$ cat config.mk
export PLATFORM = sky130hd
export DESIGN_NAME = sensor_group_packer_flat
export DESIGN_NICKNAME = d
export VERILOG_FILES = /design/src/rtl/sensor_group_packer_if.sv /design/src/rtl/sensor_group_packer.sv /design/src/flat_wrapper.sv
export SDC_FILE = /design/constraint.sdc
export NUM_CORES = 1
export LEC_CHECK = 0
export CORE_UTILIZATION = 34
export DETAILED_ROUTE_END_ITERATION = 10
export DONT_BUFFER_PORTS = 1
export GPL_ROUTABILITY_DRIVEN = 0
export PLACE_DENSITY = 0.59
export SLEW_MARGIN = 5
export SYNTH_ARGS = -nofsm -noshare
export SYNTH_HDL_FRONTEND = slang
export SYNTH_SLANG_ARGS = --single-unit
$ cat constraint.sdc
create_clock -name clk_96MHz -period 5 [get_ports clk_96MHz]
set_input_delay 1 -clock clk_96MHz [delete_from_list [all_inputs] [get_ports clk_96MHz]]
set_output_delay 1 -clock clk_96MHz [all_outputs]
set_load 0.05 [all_outputs]
$ cat src/rtl/sensor_group_packer_if.sv
// Frame-path bus of the sensor group packer: identifier results in,
// packed frames out through a valid/ready handshake, plus status.
// master = the packer, slave = the identifier/parser environment.
interface sensor_group_packer_if #(
   parameter int N_SENSORS = 3,
   parameter int ID_W      = 17,
   parameter int TS_W      = 24,
   parameter int DEPTH     = 4
);
   localparam int FRAME_W = N_SENSORS + TS_W + N_SENSORS*ID_W + ID_W;
   localparam int FILL_W  = $clog2(DEPTH) + 1;

   logic [TS_W-1:0]           sys_ts;
   logic [N_SENSORS*ID_W-1:0] pulse_ids;
   logic [ID_W-1:0]           polynomial;
   logic                      id_ready;
   logic                      reset_req;
   logic [FRAME_W-1:0]        out_data;
   logic                      out_valid;
   logic                      out_ready;
   logic                      reset_identifier;
   logic [15:0]               drop_cnt;
   logic [FILL_W-1:0]         fill_level;

   modport master (
      input  sys_ts, pulse_ids, polynomial, id_ready, reset_req, out_ready,
      output out_data, out_valid, reset_identifier, drop_cnt, fill_level
   );

   modport slave (
      output sys_ts, pulse_ids, polynomial, id_ready, reset_req, out_ready,
      input  out_data, out_valid, reset_identifier, drop_cnt, fill_level
   );
endinterface

$ cat src/rtl/sensor_group_packer.sv
// Packs per-sensor pulse ids with a validity mask and capture timestamp,
// queues frames in a first-word fall-through FIFO, counts overflow drops
// and pulses reset_identifier when results stop arriving.
module sensor_group_packer #(
   parameter int N_SENSORS = 3,
   parameter int ID_W      = 17,
   parameter int TS_W      = 24,
   parameter int DEPTH     = 4,
   parameter int TIMEOUT   = 960000,
   parameter int RST_LEN   = 4
) (
   input  logic                  clk_96MHz,
   input  logic                  reset,
   sensor_group_packer_if.master bus
);
   localparam int FRAME_W = N_SENSORS + TS_W + N_SENSORS*ID_W + ID_W;
   localparam int AW      = $clog2(DEPTH);
   localparam int CNT_W   = $clog2(TIMEOUT + 1);
   localparam int LEN_W   = $clog2(RST_LEN + 1);

   typedef enum logic {S_WAIT, S_FIRE} wd_state_t;

   logic                 id_ready_q;
   logic                 strobe, accept, pop, push, full, drop;
   logic [N_SENSORS-1:0] mask;
   logic [FRAME_W-1:0]   mem [DEPTH];
   logic [AW-1:0]        wr_ptr, rd_ptr;
   logic [AW:0]          count;
   logic [15:0]          drops;
   wd_state_t            state, state_n;
   logic [CNT_W-1:0]     cnt, cnt_n;
   logic [LEN_W-1:0]     len, len_n;

   // Only the rising edge of the level-type id_ready produces a frame;
   // strobes are ignored entirely while the identifier is being reset.
   assign strobe = bus.id_ready & ~id_ready_q;
   assign accept = strobe & (state == S_WAIT);
   assign full   = (count == (AW+1)'(DEPTH));
   assign pop    = (count != '0) & bus.out_ready;
   assign push   = accept & (~full | pop);
   assign drop   = accept & full & ~pop;

   // A sensor whose id is all-ones reported nothing usable.
   always_comb begin
      mask = '0;
      for (int i = 0; i < N_SENSORS; i++)
         mask[i] = ~&bus.pulse_ids[i*ID_W +: ID_W];
   end

   // Edge-detect register for id_ready.
   always_ff @(posedge clk_96MHz or posedge reset) begin
      if (reset) id_ready_q <= 1'b0;
      else       id_ready_q <= bus.id_ready;
   end

   // Frame storage; contents only matter where count says they are valid.
   always_ff @(posedge clk_96MHz) begin
      if (push) mem[wr_ptr] <= {mask, bus.sys_ts, bus.pulse_ids, bus.polynomial};
   end

   // FIFO pointers and occupancy; power-of-2 depth makes pointers wrap.
   always_ff @(posedge clk_96MHz or posedge reset) begin
      if (reset) begin
         wr_ptr <= '0;
         rd_ptr <= '0;
         count  <= '0;
      end else begin
         if (push) wr_ptr <= wr_ptr + AW'(1);
         if (pop)  rd_ptr <= rd_ptr + AW'(1);
         case ({push, pop})
            2'b10:   count <= count + (AW+1)'(1);
            2'b01:   count <= count - (AW+1)'(1);
            default: count <= count;
         endcase
      end
   end

   // Saturating count of frames lost to a full FIFO.
   always_ff @(posedge clk_96MHz or posedge reset) begin
      if (reset)                        drops <= '0;
      else if (drop && drops != 16'hFFFF) drops <= drops + 16'd1;
   end

   // Watchdog state register.
   always_ff @(posedge clk_96MHz or posedge reset) begin
      if (reset) begin
         state <= S_WAIT;
         cnt   <= '0;
         len   <= '0;
      end else begin
         state <= state_n;
         cnt   <= cnt_n;
         len   <= len_n;
      end
   end

   // Watchdog next state: timeout or request enters FIRE; FIRE lasts RST_LEN
   // cycles and comes back to WAIT with a fresh counter.
   always_comb begin
      state_n = state;
      cnt_n   = cnt;
      len_n   = len;
      case (state)
         S_WAIT: begin
            if (cnt == CNT_W'(TIMEOUT - 1) || bus.reset_req) begin
               state_n = S_FIRE;
               cnt_n   = '0;
               len_n   = '0;
            end else if (strobe) begin
               cnt_n = '0;
            end else begin
               cnt_n = cnt + CNT_W'(1);
            end
         end
         S_FIRE: begin
            if (len == LEN_W'(RST_LEN - 1)) begin
               state_n = S_WAIT;
               len_n   = '0;
            end else begin
               len_n = len + LEN_W'(1);
            end
         end
         default: state_n = S_WAIT;
      endcase
   end

   // Head frame is forced to zero when empty so reset reads back all zeros.
   assign bus.out_valid        = (count != '0);
   assign bus.out_data         = (count != '0) ? mem[rd_ptr] : '0;
   assign bus.fill_level       = count;
   assign bus.drop_cnt         = drops;
   assign bus.reset_identifier = (state == S_FIRE);
endmodule

$ cat src/flat_wrapper.sv
// flat-port wrapper written by rule: the top's interface ports become plain ports
module sensor_group_packer_flat 
#(
   parameter int N_SENSORS = 3,
   parameter int ID_W      = 17,
   parameter int TS_W      = 24,
   parameter int DEPTH     = 4,
   parameter int TIMEOUT   = 960000,
   parameter int RST_LEN   = 4
)
  (clk_96MHz, reset, bus_sys_ts, bus_pulse_ids, bus_polynomial, bus_id_ready, bus_reset_req, bus_out_ready, bus_out_data, bus_out_valid, bus_reset_identifier, bus_drop_cnt, bus_fill_level);
  sensor_group_packer_if #(.N_SENSORS(N_SENSORS), .ID_W(ID_W), .TS_W(TS_W), .DEPTH(DEPTH)) bus_i ();
  input  logic clk_96MHz;
  input  logic reset;
  input wire logic [$bits(bus_i.sys_ts)-1:0] bus_sys_ts;
  input wire logic [$bits(bus_i.pulse_ids)-1:0] bus_pulse_ids;
  input wire logic [$bits(bus_i.polynomial)-1:0] bus_polynomial;
  input wire logic [$bits(bus_i.id_ready)-1:0] bus_id_ready;
  input wire logic [$bits(bus_i.reset_req)-1:0] bus_reset_req;
  input wire logic [$bits(bus_i.out_ready)-1:0] bus_out_ready;
  output wire logic [$bits(bus_i.out_data)-1:0] bus_out_data;
  output wire logic [$bits(bus_i.out_valid)-1:0] bus_out_valid;
  output wire logic [$bits(bus_i.reset_identifier)-1:0] bus_reset_identifier;
  output wire logic [$bits(bus_i.drop_cnt)-1:0] bus_drop_cnt;
  output wire logic [$bits(bus_i.fill_level)-1:0] bus_fill_level;
  assign bus_i.sys_ts = bus_sys_ts;
  assign bus_i.pulse_ids = bus_pulse_ids;
  assign bus_i.polynomial = bus_polynomial;
  assign bus_i.id_ready = bus_id_ready;
  assign bus_i.reset_req = bus_reset_req;
  assign bus_i.out_ready = bus_out_ready;
  assign bus_out_data = bus_i.out_data;
  assign bus_out_valid = bus_i.out_valid;
  assign bus_reset_identifier = bus_i.reset_identifier;
  assign bus_drop_cnt = bus_i.drop_cnt;
  assign bus_fill_level = bus_i.fill_level;
  sensor_group_packer #(.N_SENSORS(N_SENSORS), .ID_W(ID_W), .TS_W(TS_W), .DEPTH(DEPTH), .TIMEOUT(TIMEOUT), .RST_LEN(RST_LEN)) u_core (.clk_96MHz(clk_96MHz), .reset(reset), .bus(bus_i));
endmodule
==> out/results.ini <==
[drt]
wl_mm = 34.1
drc = 0
avgRoutedWirePerCell_microns = 21.3
vias = 8008
viasPerCell = 5.00
ant_nets = 0
drt_pass1_iterations = 5
drt_iter0_drc = 447

[global_route]
grt_pass1_wl_mm = 51.8
grt_max_degree = 100
grt_pass1_vias = 8569
antenna_found_initial = 2
grt_util_all_layers_pct = 13.5
gr-total-overflow = 0

[clock_tree]
cts_setup_buffers = 0
path_clk_slew_ns = 0.06
clock-sinks = 428
cts_resized = 0
numCtsBuffers = 46
htreeDepth = 2
clockBufferDepth = 3
insertion_delay_ns = 0.57
root_buffer = clkbuf_16
cts_tree = built
postCtsHoldBufs = 0

[worst_hold_path]
hp-class = in2reg
hold_start = bus_id_ready

[synth]
ys_ff_latch = 428
synth_top_area_share_pct = 67.1
ys_top_cells_by_count = edfxtp_1, and2_1, mux4_2
synthesis.nets = 986
yosys.area.top_type = edfxtp_1
synth.most_common_cell = edfxtp_1
avgSynthCellArea_sq_um = 19.3
synthCells = 881
synth_warnings = 0
ys_async_sr_fraction_pct = 11.2
ys_types = 53
synth_ff_type = edfxtp_1
synth_area_sq_mm = 0.0170
synth_edf_count = 380
synth_seq_area_share_pct = 74.2
synth_area_leaders = edfxtp_1, mux4_2, dfrtp_1

[job]
cap_violations = 0

[critical_path]
slowest_stage = or3_4
start_kind = flop
crit_type = reg2out
startpoint = u_core.bus.fill_level[0]
end_kind = output port
crit_path_max_incr_delay_ns = 0.92
r2r_start = u_core.bus.fill_level[0]
cp.arrival_ns = 2.91
crit_buf_inv = 0
crit_family = simple AND/OR/NAND/NOR gates
crit_path_cell_trace = or3_4 -> and2_1
crit_required_ns = 4.00
worstPathMaxFanout = 99

[floorplan]
die_h_microns = 226
start_util_pct = 34.6
fp.dieW_microns = 226
fp.dieArea_sq_mm = 0.0509
ios = 213
coreArea_sq_mm = 0.0492
rows = 81

[timing]
finalSetupViolCount = 0
worst_pin_slew_ns = 1.06
post-route-period-util_pct = 78.1
fmax_mhz = 256
min_period_ns = 3.91
drv_slew = 0
finalSetupTns_ns = 0
final-hold-violation-count = 0
rsz0062_at_grt = false
slew_headroom_pct = 29.4
fin_skew_ns = 0.0146

[final_layout]
final_cells = 1601
drive_gt1_share_pct = 20.9
finalNetCount = 1004
fillers = 4413
syn2layout_area_growth_pct = 13.9

[pwr]
ir_drop_v = 0.000408
leakage_nw = 6.20
p_per_area_mw_per_mm2 = 616

[placement]
io_buffers = 0
dp_hpwl_mm = 19.8
place_inst = 1515

[outcome]
outcome = finished clean

## layout make-up
type	instances	area, sq um	share of cell area, %
clock buffer	62	1280	6.62
inverter	11	41.3	0.213
timing repair buffer	14	168	0.866
multi-input combinational	398	4160	21.5
tap	664	831	4.29
sequential	428	12600	65.2
antenna	1	2.50	0.0129
clock inverter	23	264	1.36
## state kept, by name, indices dropped and copies added (netlist names)
name / count
u_core.bus.fill_level: 3
u_core.cnt: 20
u_core.rd_ptr: 2
u_core.mem: 380
u_core.id_ready_q: 1
u_core.bus.drop_cnt: 16
u_core.bus.reset_identifier: 1
u_core.wr_ptr: 2
u_core.len: 3
## per-stage QoR
step / total power, mW / hold slack [ns] / util (%) / setup WS, ns / area, sq um
floorplan: 8.06 / 0.453 / - / 0.635 / 17000
CTS: 12.1 / 0.423 / 39.4 / 1.00 / 19400
global placement: 8.63 / 0.472 / 36.3 / 1.65 / 17800
global route: 12.4 / 0.427 / 39.4 / 0.882 / 19400
finish: 11.9 / 0.461 / 39.4 / 1.09 / 19400
detailed placement: 8.66 / 0.481 / 36.3 / 1.63 / 17800
## cell families (layout without fill, tap and decap cells)
group,Yosys count,after routing,synth area share [%]
buffers and inverters,55,110,1.45
flip-flops,428,428,74.2
XOR/XNOR,22,22,1.13
AND/OR/NAND/NOR,219,219,7.74
adder cells (fa/ha/maj),8,8,0.633
other,0,1,0
AO/OA/AOI/OAI,50,50,2.03
multiplexers,99,99,12.8
## where the power goes
part / switching [mW] / internal, mW
registers: 0.316 / 4.09
logic: 2.99 / 1.12
clock network: 1.36 / 2.06
total: 4.67 / 7.26
## layout by cell type (no fill, tap or decap), types with 14 or more instances in the layout
| cell type | netlist | final |
|---|---|---|
| edfxtp_1 | 380 | 380 |
| dfrtp_1 | 48 | 46 |
| nand4_1 | 25 | 25 |
| xnor2_1 | 20 | 20 |
| nand3_1 | 18 | 18 |
| clkbuf_16 | 0 | 47 |
| and2_1 | 100 | 96 |
| a21oi_1 | 14 | 14 |
| nand2_1 | 27 | 27 |
| mux4_2 | 95 | 95 |
## layer usage
layer  vias up  part of all wire, %  track usage (%)
li1       3560                    -                -
met1      4152                   42             17.1
met2       243                   48             21.7
met3        53                  8.3             4.79
met4         0                  2.2             4.43
met5         -                    0                0
## final timing paths
path | cells after the start | endpoint | slack [ns]
max | 2 | bus_out_data[51] | 1.09
min | 0 | u_core.id_ready_q | 0.46
max reg2reg | 6 | u_core.bus.fill_level[1] | 2.04
min reg2reg | 1 | u_core.cnt[19] | 0.49
max in group asynchronous | 1 | u_core.rd_ptr[1] | 3.68
min in group asynchronous | 1 | u_core.bus.drop_cnt[4] | 0.55
Power figures use the tool's default switching activity.
